### config.mk
export PLATFORM = sky130hd
export DESIGN_NAME = lsu_unit
export DESIGN_NICKNAME = d
export VERILOG_FILES = /design/src/rtl/lsu_pkg.sv /design/src/rtl/lsu_align.sv /design/src/rtl/lsu_unit.sv
export SDC_FILE = /design/constraint.sdc
export NUM_CORES = 1
export LEC_CHECK = 0
export BUFFER_PORTS_ARGS = -buffer_cell sky130_fd_sc_hd__buf_2
export CAP_MARGIN = 20
export CORE_AREA = 2 2 86 170
export CTS_CLUSTER_SIZE = 8
export DETAILED_ROUTE_END_ITERATION = 10
export DIE_AREA = 0 0 88 172
export PLACE_DENSITY = 0.83
export SYNTH_ARGS = -nofsm -noshare
export SYNTH_HDL_FRONTEND = slang
export SYNTH_SLANG_ARGS = --single-unit
### constraint.sdc
create_clock -name clk -period 14.8 [get_ports clk]
set_input_delay 1.48 -clock clk [delete_from_list [all_inputs] [get_ports clk]]
set_output_delay 1.48 -clock clk [all_outputs]
set_load 0.01 [all_outputs]
### src/rtl/lsu_pkg.sv
// Shared types and constants for the load/store unit: FSM states, RV32I
// load/store funct3 codes and byte-enable patterns.
package lsu_pkg;

   typedef enum logic [1:0] {
      IDLE  = 2'd0,
      ISSUE = 2'd1,
      WAIT  = 2'd2,
      RESP  = 2'd3
   } lsu_state_t;

   localparam logic [2:0] F3_B  = 3'd0;
   localparam logic [2:0] F3_H  = 3'd1;
   localparam logic [2:0] F3_W  = 3'd2;
   localparam logic [2:0] F3_BU = 3'd4;
   localparam logic [2:0] F3_HU = 3'd5;

   localparam logic [3:0] BE_NONE = 4'b0000;
   localparam logic [3:0] BE_B    = 4'b0001;
   localparam logic [3:0] BE_H    = 4'b0011;
   localparam logic [3:0] BE_W    = 4'b1111;

   // Unsigned variants exist only for loads.
   function automatic logic f3_legal(input logic [2:0] f3, input logic we);
      case (f3)
         F3_B, F3_H, F3_W: f3_legal = 1'b1;
         F3_BU, F3_HU:     f3_legal = ~we;
         default:          f3_legal = 1'b0;
      endcase
   endfunction

endpackage

### src/rtl/lsu_align.sv
// Combinational lane steering: store byte enables and replicated write data,
// load lane extraction with sign/zero extension, and alignment check.
module lsu_align
   import lsu_pkg::*;
#(
   parameter int DATA_W = 32
)
(
   input  logic              we,
   input  logic [2:0]        funct3,
   input  logic [1:0]        addr_lo,
   input  logic [DATA_W-1:0] wdata,
   input  logic [DATA_W-1:0] rdata,
   output logic [3:0]        be,
   output logic [DATA_W-1:0] wdata_lane,
   output logic [DATA_W-1:0] rdata_ext,
   output logic              misaligned
);

   logic [7:0]  rbyte;
   logic [15:0] rhalf;

   always_comb begin
      rbyte      = 8'h00;
      rhalf      = 16'h0000;
      be         = BE_NONE;
      wdata_lane = '0;
      rdata_ext  = '0;
      misaligned = 1'b0;

      case (addr_lo)
         2'd0:    rbyte = rdata[7:0];
         2'd1:    rbyte = rdata[15:8];
         2'd2:    rbyte = rdata[23:16];
         default: rbyte = rdata[31:24];
      endcase
      rhalf = addr_lo[1] ? rdata[31:16] : rdata[15:0];

      case (funct3)
         F3_B, F3_BU: begin
            be         = BE_B << addr_lo;
            wdata_lane = {4{wdata[7:0]}};
            rdata_ext  = (funct3 == F3_B) ? {{24{rbyte[7]}}, rbyte} : {24'h0, rbyte};
         end
         F3_H, F3_HU: begin
            be         = BE_H << {addr_lo[1], 1'b0};
            wdata_lane = {2{wdata[15:0]}};
            rdata_ext  = (funct3 == F3_H) ? {{16{rhalf[15]}}, rhalf} : {16'h0, rhalf};
            misaligned = addr_lo[0];
         end
         F3_W: begin
            be         = BE_W;
            wdata_lane = wdata;
            rdata_ext  = rdata;
            misaligned = |addr_lo;
         end
         default: ;
      endcase

      // Loads always fetch the full word; the lane is picked on return.
      if (!we)
         be = BE_W;
   end

endmodule

### src/rtl/lsu_unit.sv
// Load/store unit: one access at a time to a synchronous single-port SRAM
// with WAIT_CYC read latency, stalling the datapath while in flight.
//
//   state | meaning
//   IDLE  | waiting for a request; errors are flagged here without leaving
//   ISSUE | SRAM enable cycle
//   WAIT  | counting down SRAM latency, samples read data at terminal count
//   RESP  | completion pulse and trace outputs valid
module lsu_unit
   import lsu_pkg::*;
#(
   parameter int DATA_W   = 32,
   parameter int ADDR_W   = 9,
   parameter int WAIT_CYC = 1
)
(
   input  logic              clk,
   input  logic              reset,
   input  logic              req_valid,
   input  logic              req_we,
   input  logic [2:0]        req_funct3,
   input  logic [ADDR_W-1:0] req_addr,
   input  logic [DATA_W-1:0] req_wdata,
   output logic              stall,
   output logic              rsp_valid,
   output logic [DATA_W-1:0] rsp_rdata,
   output logic              lsu_err,
   output logic              mem_en,
   output logic              mem_we,
   output logic [3:0]        mem_be,
   output logic [ADDR_W-3:0] mem_addr,
   output logic [DATA_W-1:0] mem_wdata,
   input  logic [DATA_W-1:0] mem_rdata,
   output logic              wr,
   output logic              rd,
   output logic [ADDR_W-1:0] addr,
   output logic [DATA_W-1:0] wr_data,
   output logic [DATA_W-1:0] rd_data
);

   localparam logic [2:0] CNT_LOAD = 3'(WAIT_CYC - 1);

   lsu_state_t        state, state_nxt;
   logic [2:0]        cnt;
   logic              lat_we;
   logic [2:0]        lat_f3;
   logic [ADDR_W-1:0] lat_addr;
   logic [DATA_W-1:0] lat_wdata;

   logic              sel_we;
   logic [2:0]        sel_f3;
   logic [1:0]        sel_lo;
   logic [3:0]        be;
   logic [DATA_W-1:0] wdata_lane;
   logic [DATA_W-1:0] rdata_ext;
   logic              misaligned;
   logic              bad;
   logic              accept;
   logic              req_err;

   // The aligner sees the live request in IDLE and the latched one afterwards.
   assign sel_we = (state == IDLE) ? req_we         : lat_we;
   assign sel_f3 = (state == IDLE) ? req_funct3     : lat_f3;
   assign sel_lo = (state == IDLE) ? req_addr[1:0]  : lat_addr[1:0];

   lsu_align #(.DATA_W(DATA_W)) u_align (
      .we         (sel_we),
      .funct3     (sel_f3),
      .addr_lo    (sel_lo),
      .wdata      (req_wdata),
      .rdata      (mem_rdata),
      .be         (be),
      .wdata_lane (wdata_lane),
      .rdata_ext  (rdata_ext),
      .misaligned (misaligned)
   );

   assign bad = misaligned | ~f3_legal(req_funct3, req_we);

   always_comb begin
      state_nxt = state;
      accept    = 1'b0;
      req_err   = 1'b0;
      case (state)
         IDLE: begin
            if (req_valid) begin
               if (bad) begin
                  req_err = 1'b1;
               end else begin
                  accept    = 1'b1;
                  state_nxt = ISSUE;
               end
            end
         end
         ISSUE:   state_nxt = WAIT;
         WAIT:    if (cnt == 3'd0) state_nxt = RESP;
         RESP:    state_nxt = IDLE;
         default: state_nxt = IDLE;
      endcase
   end

   // Gated by reset so every output reads 0 while reset is held.
   assign stall = ~reset & (accept | (state == ISSUE) | (state == WAIT));

   always_ff @(posedge clk or posedge reset) begin
      if (reset) begin
         state     <= IDLE;
         cnt       <= 3'd0;
         lat_we    <= 1'b0;
         lat_f3    <= 3'd0;
         lat_addr  <= '0;
         lat_wdata <= '0;
         mem_en    <= 1'b0;
         mem_we    <= 1'b0;
         mem_be    <= BE_NONE;
         mem_addr  <= '0;
         mem_wdata <= '0;
         rsp_valid <= 1'b0;
         rsp_rdata <= '0;
         lsu_err   <= 1'b0;
         wr        <= 1'b0;
         rd        <= 1'b0;
         addr      <= '0;
         wr_data   <= '0;
         rd_data   <= '0;
      end else begin
         state     <= state_nxt;
         mem_en    <= 1'b0;
         mem_we    <= 1'b0;
         mem_be    <= BE_NONE;
         mem_addr  <= '0;
         mem_wdata <= '0;
         rsp_valid <= 1'b0;
         wr        <= 1'b0;
         rd        <= 1'b0;
         lsu_err   <= req_err;

         if (accept) begin
            lat_we    <= req_we;
            lat_f3    <= req_funct3;
            lat_addr  <= req_addr;
            lat_wdata <= req_we ? wdata_lane : '0;
            mem_en    <= 1'b1;
            mem_we    <= req_we;
            mem_be    <= be;
            mem_addr  <= req_addr[ADDR_W-1:2];
            mem_wdata <= req_we ? wdata_lane : '0;
         end

         if (state == ISSUE)
            cnt <= CNT_LOAD;
         else if (state == WAIT && cnt != 3'd0)
            cnt <= cnt - 3'd1;

         if (state == WAIT && cnt == 3'd0) begin
            rsp_valid <= 1'b1;
            wr        <= lat_we;
            rd        <= ~lat_we;
            addr      <= lat_addr;
            wr_data   <= lat_wdata;
            rsp_rdata <= lat_we ? '0 : rdata_ext;
            rd_data   <= lat_we ? '0 : rdata_ext;
         end
      end
   end

endmodule

; Word level (Yosys, flattened, before mapping)
; Cells that the tools add are included.
[op_classes]
shifts = 2
reduce_logical = 15
n_addsub = 1
eq_ne = 16
bitwise = 8
mux = 35
[op_table]
columns = cell, count
row1 = 32-bit case mux with 3 select lines, 2
row2 = 32-bit two-way mux, 5
row3 = 8-bit case mux with 3 select lines, 1
row4 = 16-bit two-way mux, 1
row5 = "3-bit equality test, second input constant", 4
row6 = 1-bit two-way mux, 12
row7 = 4-bit case mux with 3 select lines, 1
row8 = 3-bit zero test, 3
row9 = 3-bit two-way mux, 3
row10 = 2-bit two-way mux, 4
row11 = 4-bit two-way mux, 2
row12 = 2-bit case mux with 4 select lines, 1
row13 = 2-bit OR reduction, 4
row14 = 7-bit two-way mux, 1
row15 = "2-bit equality test, second input constant", 3
row16 = "3-bit by 1-bit equality test with 1-bit output, second input constant", 2
row17 = "3-bit by 2-bit equality test with 1-bit output, second input constant", 2
row18 = "2-bit != test, second input constant", 3
row19 = "2-bit by 1-bit equality test with 1-bit output, second input constant", 2
row20 = 2-bit zero test, 2
row21 = 1-bit inverter, 4
row22 = 1-bit case mux with 2 select lines, 2
row23 = "1-bit by 2-bit left shift with 4-bit output, first input constant", 1
row24 = "2-bit by 2-bit left shift with 4-bit output, first input constant", 1
row25 = other kinds (8), 11
[word_totals]
out_inout_bits = 155
wordCells = 95
regBits = 172
in_bits = 80

; Depth between registers and ports, before layout
; Gate-level depths: netlist of the first run.
[logic_depth]
ltp_word = 12
mapped_depth = 11
ltp_nobuf = 8

; By module
; Synthesis of the first run repeated with hierarchy kept, for this count alone.
[unflattened]
cells_unflattened = 819
area_unflattened_um2 = 8475.6
[modules_own_cells]
columns = module, n_inst, seq_area_each_um2, area_per_inst_um2, cells_per_inst
row1 = lsu_unit, 1, 4304.1, 6952.9, 608
row2 = lsu_align, 1, 0.0, 1522.7, 211

; Worst setup path after synthesis of the first run
; OpenSTA, ideal clock, no wires.
[synth_timing]
path_kind = in2out
startpoint = input req_funct3[0]
endpoint = output stall
path_buffers = 2
slack_ns = 10.524
t_arrival_ns = 2.796
path_stages = 7
required_time_ns = 13.320
path_cell_list = or2_1 -> o2bb2a_4 -> a31o_4 -> nand4_4 -> buf_4 -> buf_4 -> a21oi_1
[synth_between]
elab_chain_cells = 11
word_cells_on_any_way = 22
classes_between = eq/ne (7) / mux (6) / bitwise (5) / reduce/logical (4)
[synth_rtl]
columns = item, line
row1 = from (decl), lsu_unit.sv:21  ; input logic [2:0] req_funct3,
row2 = "3-bit two-way mux, or another cell as far along", lsu_unit.sv:63  ; assign sel_f3 = (state == IDLE) ? req_funct3 : lat_f3;
row3 = "3-bit equality test, or another cell as far along", lsu_align.sv:39  ; case (funct3)
row4 = 2-bit OR reduction / 1-bit case mux with 2 select lines (equally long branches), "lsu_align.sv:39, lsu_pkg.sv:25"
row5 = 1-bit case mux with 2 select lines / 1-bit inverter (equally long branches), "lsu_align.sv:39, lsu_unit.sv:78"
row6 = 1-bit bitwise OR (*), lsu_unit.sv:78  ; assign bad = misaligned | ~f3_legal(req_funct3, req_we);
row7 = 1-bit two-way mux (*), lsu_unit.sv:87  ; if (bad) begin
row8 = 1-bit two-way mux (*), lsu_unit.sv:86  ; if (req_valid) begin
row9 = 1-bit two-way mux (*), lsu_unit.sv:84  ; case (state)
row10 = 1-bit bitwise OR (*) (2 in series), lsu_unit.sv:103  ; assign stall = ~reset & (accept | (state == ISSUE) | (state == WAIT));
row11 = 1-bit AND (*), lsu_unit.sv:103
row12 = to (decl), lsu_unit.sv:24  ; output logic stall,
; Every way passes the cells marked *; elsewhere a longest branch is shown, timed or not.

; Worst setup path in the final report of the first run
[layout_timing]
startpoint = input req_funct3[2]
endpoint = output stall
; Same word-level chain as after synthesis.

==> results.md, run 1 <==
* Ys flop type: dfrtp_1
* Mapped Avg Cell Area at 13.24 um2
* Tcrit/Tclk final at 32.72%
* Final hold violations at 0
* F_max at 206.5 MHz
* Top cell by count, worst path: buf_2
* Max-slew violation count at 0
* Critical Path RT at 13.32 ns
* CP arrival at 3.36 ns
* Kind of end point of the critical path: output port
* Post-route DRC at 0
* Max VDD drop at 0.1324 mV
* Outcome: finished, final reports clean
* Yosys top cell area share at 57.95%
* Crit start category: input port
* TNS Setup at 0 ns
* Hold worst-path end: lat_wdata[0]
* Die area at 15140 um2
* Tot Pwr at 1.911 mW
* Post-DR vias/cell at 5.691
* Drt wl/cell at 19.97 um
* Die Y-Extent at 172 um
* Pre-antenna DRT Iters at 5
* Routability cong. at 0.9042
* Core Region at 13810 um2
* Largest cells by area after synthesis: dfrtp_1 (58%), mux2_2 (7.9%), buf_4 (3.6%)
* Reg2reg path depth at 8
* Clk_lat worst skew at 0.43 ns
* Pin count of the biggest net entering global routing at 99
* Worst-path clk slew at 0.06 ns
* Largest family of logic cells by synthesized area: compound AO/OA/AOI/OAI gates
* Worst min path class: register to register
* CP Buf/Inv Count at 2
* Pleak at 4.911 nW
* Cells after synthesis at 561
* Max stage delay on crit path at 0.55 ns
* Via count at 5463
* Synth Area in Compound Gates at 15.87%
* Worst Hold Path Cells at 1
* Diode count at 0
* CP max FO at 40
* Total gr overflow at 0
* CTS tree: done
* Post-synth EDFFs at 0
* Starting Density at 53.76%
* Initial antenna violation count at 0
* Routed WL at 19170 um
* Sequential fraction of the synthesis area at 57.95%
* Worst Max-Slew Pin Slew at 0.9951 ns
* Post-Synth Adder-Cell Area at 0.8423%
* Post-CTS sizing at 0
* Die width at 88 um
* Synthesized area at 7427 um2
* Hold Startpoint: lat_wdata[0]
* Max-Cap Viols at 0
* Crit path time final at 4.842 ns
* GR Util All Layers at 25.78%
* # hold bufs at CTS at 0
* Post-synth ARST share at 100.0%
* Clk buf depth at 2
* #FFs+latches synth at 172
* Synth cell types at 59
* Layout Skew at 0.01059 ns
* Nets@finish at 843
* Most instantiated cells after synthesis: dfrtp_1 (172), mux2_2 (52), buf_4 (36), nor2_1 (29)
* Layout area overhead at 22.41%
* Slowest CP cell: nand4_4
* Worst flop-to-flop path startpoint: state[0]
* Xor/xnor share of the synthesized area at 0.1179%
* Worst setup path category: input port to output port
* RSZ-0062 raised after global routing: false
* Num CTS Buffers at 17
* Fill cells at 1034
* Clock sink total at 172
* Post-CTS Setup Bufs at 0
* RR Endpoint: rd_data[29]
* IO buf count at 234
* Family with the most delay on the worst path: simple AND/OR/NAND/NOR gates
* First-pass GRT wire length at 29260 um
* Synthesized net count at 646
* Post-synthesis mux area share at 12.30%
* CTS H-tree lvls at 4
* Initial DRC count at 325
* Most common cell in the netlist: dfrtp_1
* Final ANT Viol Nets at 0
* Syn. warnings at 0
* CTS Root Cell: clkbuf_16
* Final setup vio count at 0
* HPWL after DPL at 14070 um
* Synth Area in Simple Gates at 6.789%
* Share of cells above drive strength 1 at 45.53%
* # IOs at 235
* Worst slew margin at 33.66%
* Cell Rows at 61
* Flop2flop setup slack at 11.61 ns
* Synth area leader: dfrtp_1
* Worst-path cell chain: buf_2, or2_1, o2bb2a_4, a31o_4, nand4_4, a21oi_1, buf_2
* Vias in the first global route at 5635
* PwrDens at 210.2 nW/um2
cell usage in the layout, fill, tap and decap left out, types with 3 or more instances in the layout:
master and n:
mux2i_1 11, nand2_1 21, clkbuf_16 17, a221o_1 23
a31oi_1 3, a21o_1 13, nor2b_1 4, dfrtp_1 172
ha_1 5, a21oi_1 5, and2_1 15, mux2_2 52
and3_1 9, a211o_1 8, inv_1 10, o2bb2ai_1 16
inv_6 4, buf_4 5, a22oi_1 17, nor2_1 29
o21ai_0 13, mux4_2 7, buf_2 234, clkinv_4 3
a22o_1 23
area by class of cell:
cell class / instances / area [um2] / area share [%]
timing repair buffer: 241 / 1231 / 13.54
tap: 189 / 236.5 / 2.601
inverter: 13 / 56.30 / 0.6193
multi-input combinational: 313 / 2670 / 29.37
clock inverter: 11 / 132.6 / 1.459
sequential: 172 / 4304 / 47.34
clock buffer: 21 / 460.4 / 5.065
layer usage:
layer	GRT usage [%]	wire length, um	share of wire (%)	vias to the layer above
li1	-	-	-	2421
met3	6.348	1261	6.6	47
met4	12.31	699	3.6	0
met1	27.16	6591	34	2725
met2	46.74	10620	55	270
met5	0	0	0	-
logic make-up (layout without fill, tap and decap cells):
| logic type | count (synthesis) | count (layout) |
|---|---|---|
| multiplexers | 73 | 73 |
| flip-flops | 172 | 172 |
| buffers and inverters | 76 | 286 |
| adder cells (fa/ha/maj) | 5 | 5 |
| AO/OA/AOI/OAI | 138 | 138 |
| AND/OR/NAND/NOR | 96 | 96 |
| XOR/XNOR | 1 | 1 |
worst max path at each step:
stage | slack, ns | cells after the start | from | end
2_1_floorplan | 8.66 | 1 | reset | addr[0]
3_3_place_gp | 9.96 | 7 | req_funct3[0] | stall
3_5_place_dp | 9.92 | 7 | req_funct3[2] | stall
4_1_cts | 9.91 | 7 | req_funct3[2] | stall
5_1_grt | 9.82 | 7 | req_funct3[2] | stall
6_report | 9.96 | 7 | req_funct3[2] | stall
through the flow:
step | setup slack (ns) | std cells | utilization (%) | hold slack [ns] | cell area (um2)
after floorplan | 8.660 | 561 | - | 0.4436 | 7427
after global placement | 9.958 | 925 | 61.30 | 0.4544 | 8468
after detailed placement | 9.925 | 925 | 61.30 | 0.4640 | 8468
after CTS | 9.910 | 957 | 65.59 | 0.4838 | 9061
after global routing | 9.816 | 960 | 65.81 | 0.5099 | 9091
final | 9.958 | 960 | 65.81 | 0.4791 | 9091
sequential cells by signal, summed over array words and instances (netlist names), 2 cells and up:
register and flops:
lat_f3 3, cnt 3, wr_data 32, state 2, lat_wdata 32, lat_addr 9, mem_be 4, addr 9
mem_wdata 32, rd_data 32, mem_addr 7
report_power, final:
group          internal, mW  switching [mW]  leakage (nW)  total (mW)
logic                 0.349           0.411          2.34       0.760
clock network         0.260           0.183         0.285       0.443
registers             0.616          0.0923          2.29       0.709
total                  1.23           0.686          4.91        1.91
No activity file was read; power rests on OpenSTA's default activity.
==> run 2: changes to the inputs <==
- CORE_AREA: 2 2 86 170 -> 2 2 89 176
- DIE_AREA: 0 0 88 172 -> 0 0 91 178
- PLACE_DENSITY: 0.83 -> 0.78
- clock period: 14.8 -> 4.85 ns (I/O delays scaled with it)
==> run 2 against run 1 <==
Net effect: sequential share of layout area is 0.28 points lower; highest routed layer unchanged; core utilization shrank 4.1 points; flip-flop and latch count is the same; global-route usage is 0.73 points lower; critical endpoint unchanged; non-clock buffer count is 1 higher; routed wire length up 4.4%; critical path depth grew 2; largest power group unchanged; clock power rose to 3.1 times the previous value; power grew to 3.1 times the previous value; combinational power rose to 3.1 times the previous value; first-iteration DRC count decreased by 1.2%; register-to-register slack worse by 9.7 ns.
==> results.md, run 2 (synthesized netlist as in run 1, its figures left out) <==
* Critical Path RT at 4.37 ns (-8.95 ns)
* PwrDens at 643.6 nW/um2 (+210%)
* Max-Cap Viols at 0 (unchanged)
* Worst slew margin at 24.17% (-9.5 points)
* Initial DRC count at 321 (-1.2%)
* Layout area overhead at 23.13%
* Via count at 5509 (+0.84%)
* Slowest CP cell: dfrtp_1
* NetSw at 2.126 mW (+210%)
* Crit path time final at 3.108 ns
* Final hold violations at 0 (unchanged)
* F_max at 321.7 MHz
* CP arrival at 2.62 ns (-0.74 ns)
* Final ANT Viol Nets at 0 (unchanged)
* Worst-path cell chain: inv_1, ha_1, buf_16, nor3b_1, or2_2, a31o_4, nand4_4, a21oi_1, buf_2
* Post-DR vias/cell at 5.691 (about the same)
* Combinational power share at 39.9% (about the same)
* Pre-antenna DRT Iters at 7 (+2)
* Vias in the first global route at 5798 (+2.9%)
* Drt wl/cell at 20.68 um (+3.5%)
* Nets@finish at 844 (+0.12%)
* Reg2reg path depth at 10 (+2)
* # hold bufs at CTS at 0 (unchanged)
* Die area at 16200 um2 (+7.0%)
* IO buf count at 234 (unchanged)
* Pin count of the biggest net entering global routing at 147 (+48%)
* Clk_lat worst skew at 0.43 ns (about the same)
* CTS Root Cell: clkbuf_16
* Share of cells above drive strength 1 at 45.73% (+0.20 points)
* Post-CTS Setup Bufs at 0 (unchanged)
* Fin util at 61.71% (-4.1 points)
* Worst Max-Slew Pin Slew at 1.133 ns (+0.1383 ns)
* Kind of end point of the critical path: output port
* WHS at 0.1382 ns (-0.3409 ns)
* Final setup vio count at 0 (unchanged)
* HPWL after DPL at 14900 um (+5.8%)
* Total gr overflow at 0 (unchanged)
* Die width at 91 um (+3.4%)
* Outcome: finished, final reports clean
* Pleak at 4.926 nW (+0.29%)
* CTS H-tree lvls at 4 (unchanged)
* Layout Skew at 0.01285 ns (+0.002263 ns)
* GR Util All Layers at 25.04% (-0.73 points)
* RR Endpoint: lat_addr[0]
* Crit path depth at 9 (+2)
* Die Y-Extent at 178 um (+3.5%)
* Num CTS Buffers at 17 (unchanged)
* Worst min path class: input port to asynchronous set/reset pin
* Tcrit/Tclk final at 64.09%
* CP Buf/Inv Count at 3 (+1)
* Max stage delay on crit path at 0.40 ns (-0.15 ns)
* Flop2flop setup slack at 1.90 ns (-9.71 ns)
* CP max FO at 22 (-45%)
* Worst setup path category: register to output port
* CTS tree: done
* Initial antenna violation count at 2 (+2)
* Core Region at 14820 um2 (+7.3%)
* Clk buf depth at 2 (unchanged)
* Post-CTS sizing at 0 (unchanged)
* Final worst slack at 1.742 ns (-8.216 ns)
* Crit start category: register
* TNS Setup at 0 ns (unchanged)
* # IOs at 235 (unchanged)
* Cell Rows at 63 (+3.3%)
* Worst flop-to-flop path startpoint: state[0]
* Cell internal pwr at 3.760 mW (+210%)
* Worst-path clk slew at 0.07 ns (about the same)
* Clock sink total at 172 (unchanged)
* Max-slew violation count at 0 (unchanged)
* Routability cong. at 0.8377 (-7.4%)
* Post-route DRC at 0 (unchanged)
* Commonest non-fill, non-tap cell in the layout: buf_2
* First-pass GRT wire length at 30930 um (+5.7%)
* Most frequent cells in the layout: buf_2 (234), dfrtp_1 (172), mux2_2 (52), nor2_1 (29)
* Sequential share of power at 36.8% (-0.3 points)
* RSZ-0062 raised after global routing: false
* Max VDD drop at 0.3117 mV (+140%)
* Net Sw Frac at 36.11% (+0.22 points)
* Routed WL at 20020 um (+4.4%)
* Family with the most delay on the worst path: simple AND/OR/NAND/NOR gates
* Clock share of power at 23.2% (about the same)
* Starting Density at 50.12% (-3.6 points)
* DP Worst Slack at 1.169 ns (-8.756 ns)
[run 2: changes by cell type in the layout (fill, tap and decap cells not counted), sizes merged]
cell      change
clkbuf        -1
inv           +2
diode         +1
clkinv        -1
clkinvlp      +1
[run 2: per-layer routing]
| metal | GRT usage [%] | part of all wire [%] | up-vias |
|---|---|---|---|
| li1 | - | - | 2425 |
| met1 | 26.05 | 34 | 2730 |
| met2 | 47.01 | 56 | 306 |
| met3 | 6.168 | 7.1 | 48 |
| met4 | 11.05 | 3.2 | 0 |
| met5 | 0 | 0 | - |
[run 2: final cells by class]
cell class / instances / area (um2)
Sequential cell: 172 / 4304
Timing Repair Buffer: 242 / 1274
Tap cell: 195 / 244.0
Clock buffer: 19 / 442.9
Inverter: 13 / 55.05
Fill cell: 1251 / 5674
Antenna cell: 1 / 2.502
Clock inverter: 13 / 152.6
Multi-Input combinational cell: 313 / 2670
[run 2: worst register-to-register path: stages, from the launching register on]
cell      delay (ns)
dfrtp_1         0.37
inv_1           0.08
ha_1            0.30
buf_16          0.20
nor2b_1         0.27
o2bb2a_4        0.22
a31o_4          0.29
nand4_4         0.18
buf_4           0.40
inv_4           0.20
mux2_4          0.33
[run 2: power groups by stage]
stage	combinational [mW]	clock (mW)	sequential, mW
after global routing	2.53	1.46	2.22
after CTS	2.33	1.39	2.17
after floorplan	1.57	0	2.25
after global placement	2.25	0	2.17
after detailed placement	2.32	0	2.19
final	2.35	1.37	2.17
[run 2: worst max-delay path by stage]
stage	startpoint	slack [ns]	end
after global placement	state[0]	1.40	rd_data[4]
after floorplan	reset	2.17	addr[0]
final	state[0]	1.74	stall
after global routing	state[0]	1.47	stall
after detailed placement	state[0]	1.17	rd_data[5]
after CTS	state[0]	1.12	stall
[run 2: per-stage QoR]
stage               instance area (um2)  std cells  power, mW
finish                             9145        968      5.886
floorplan                          7431        561      3.828
global placement                   8494        932      4.417
global route                       9145        968      6.207
CTS                                9090        964      5.896
detailed placement                 8494        932      4.517
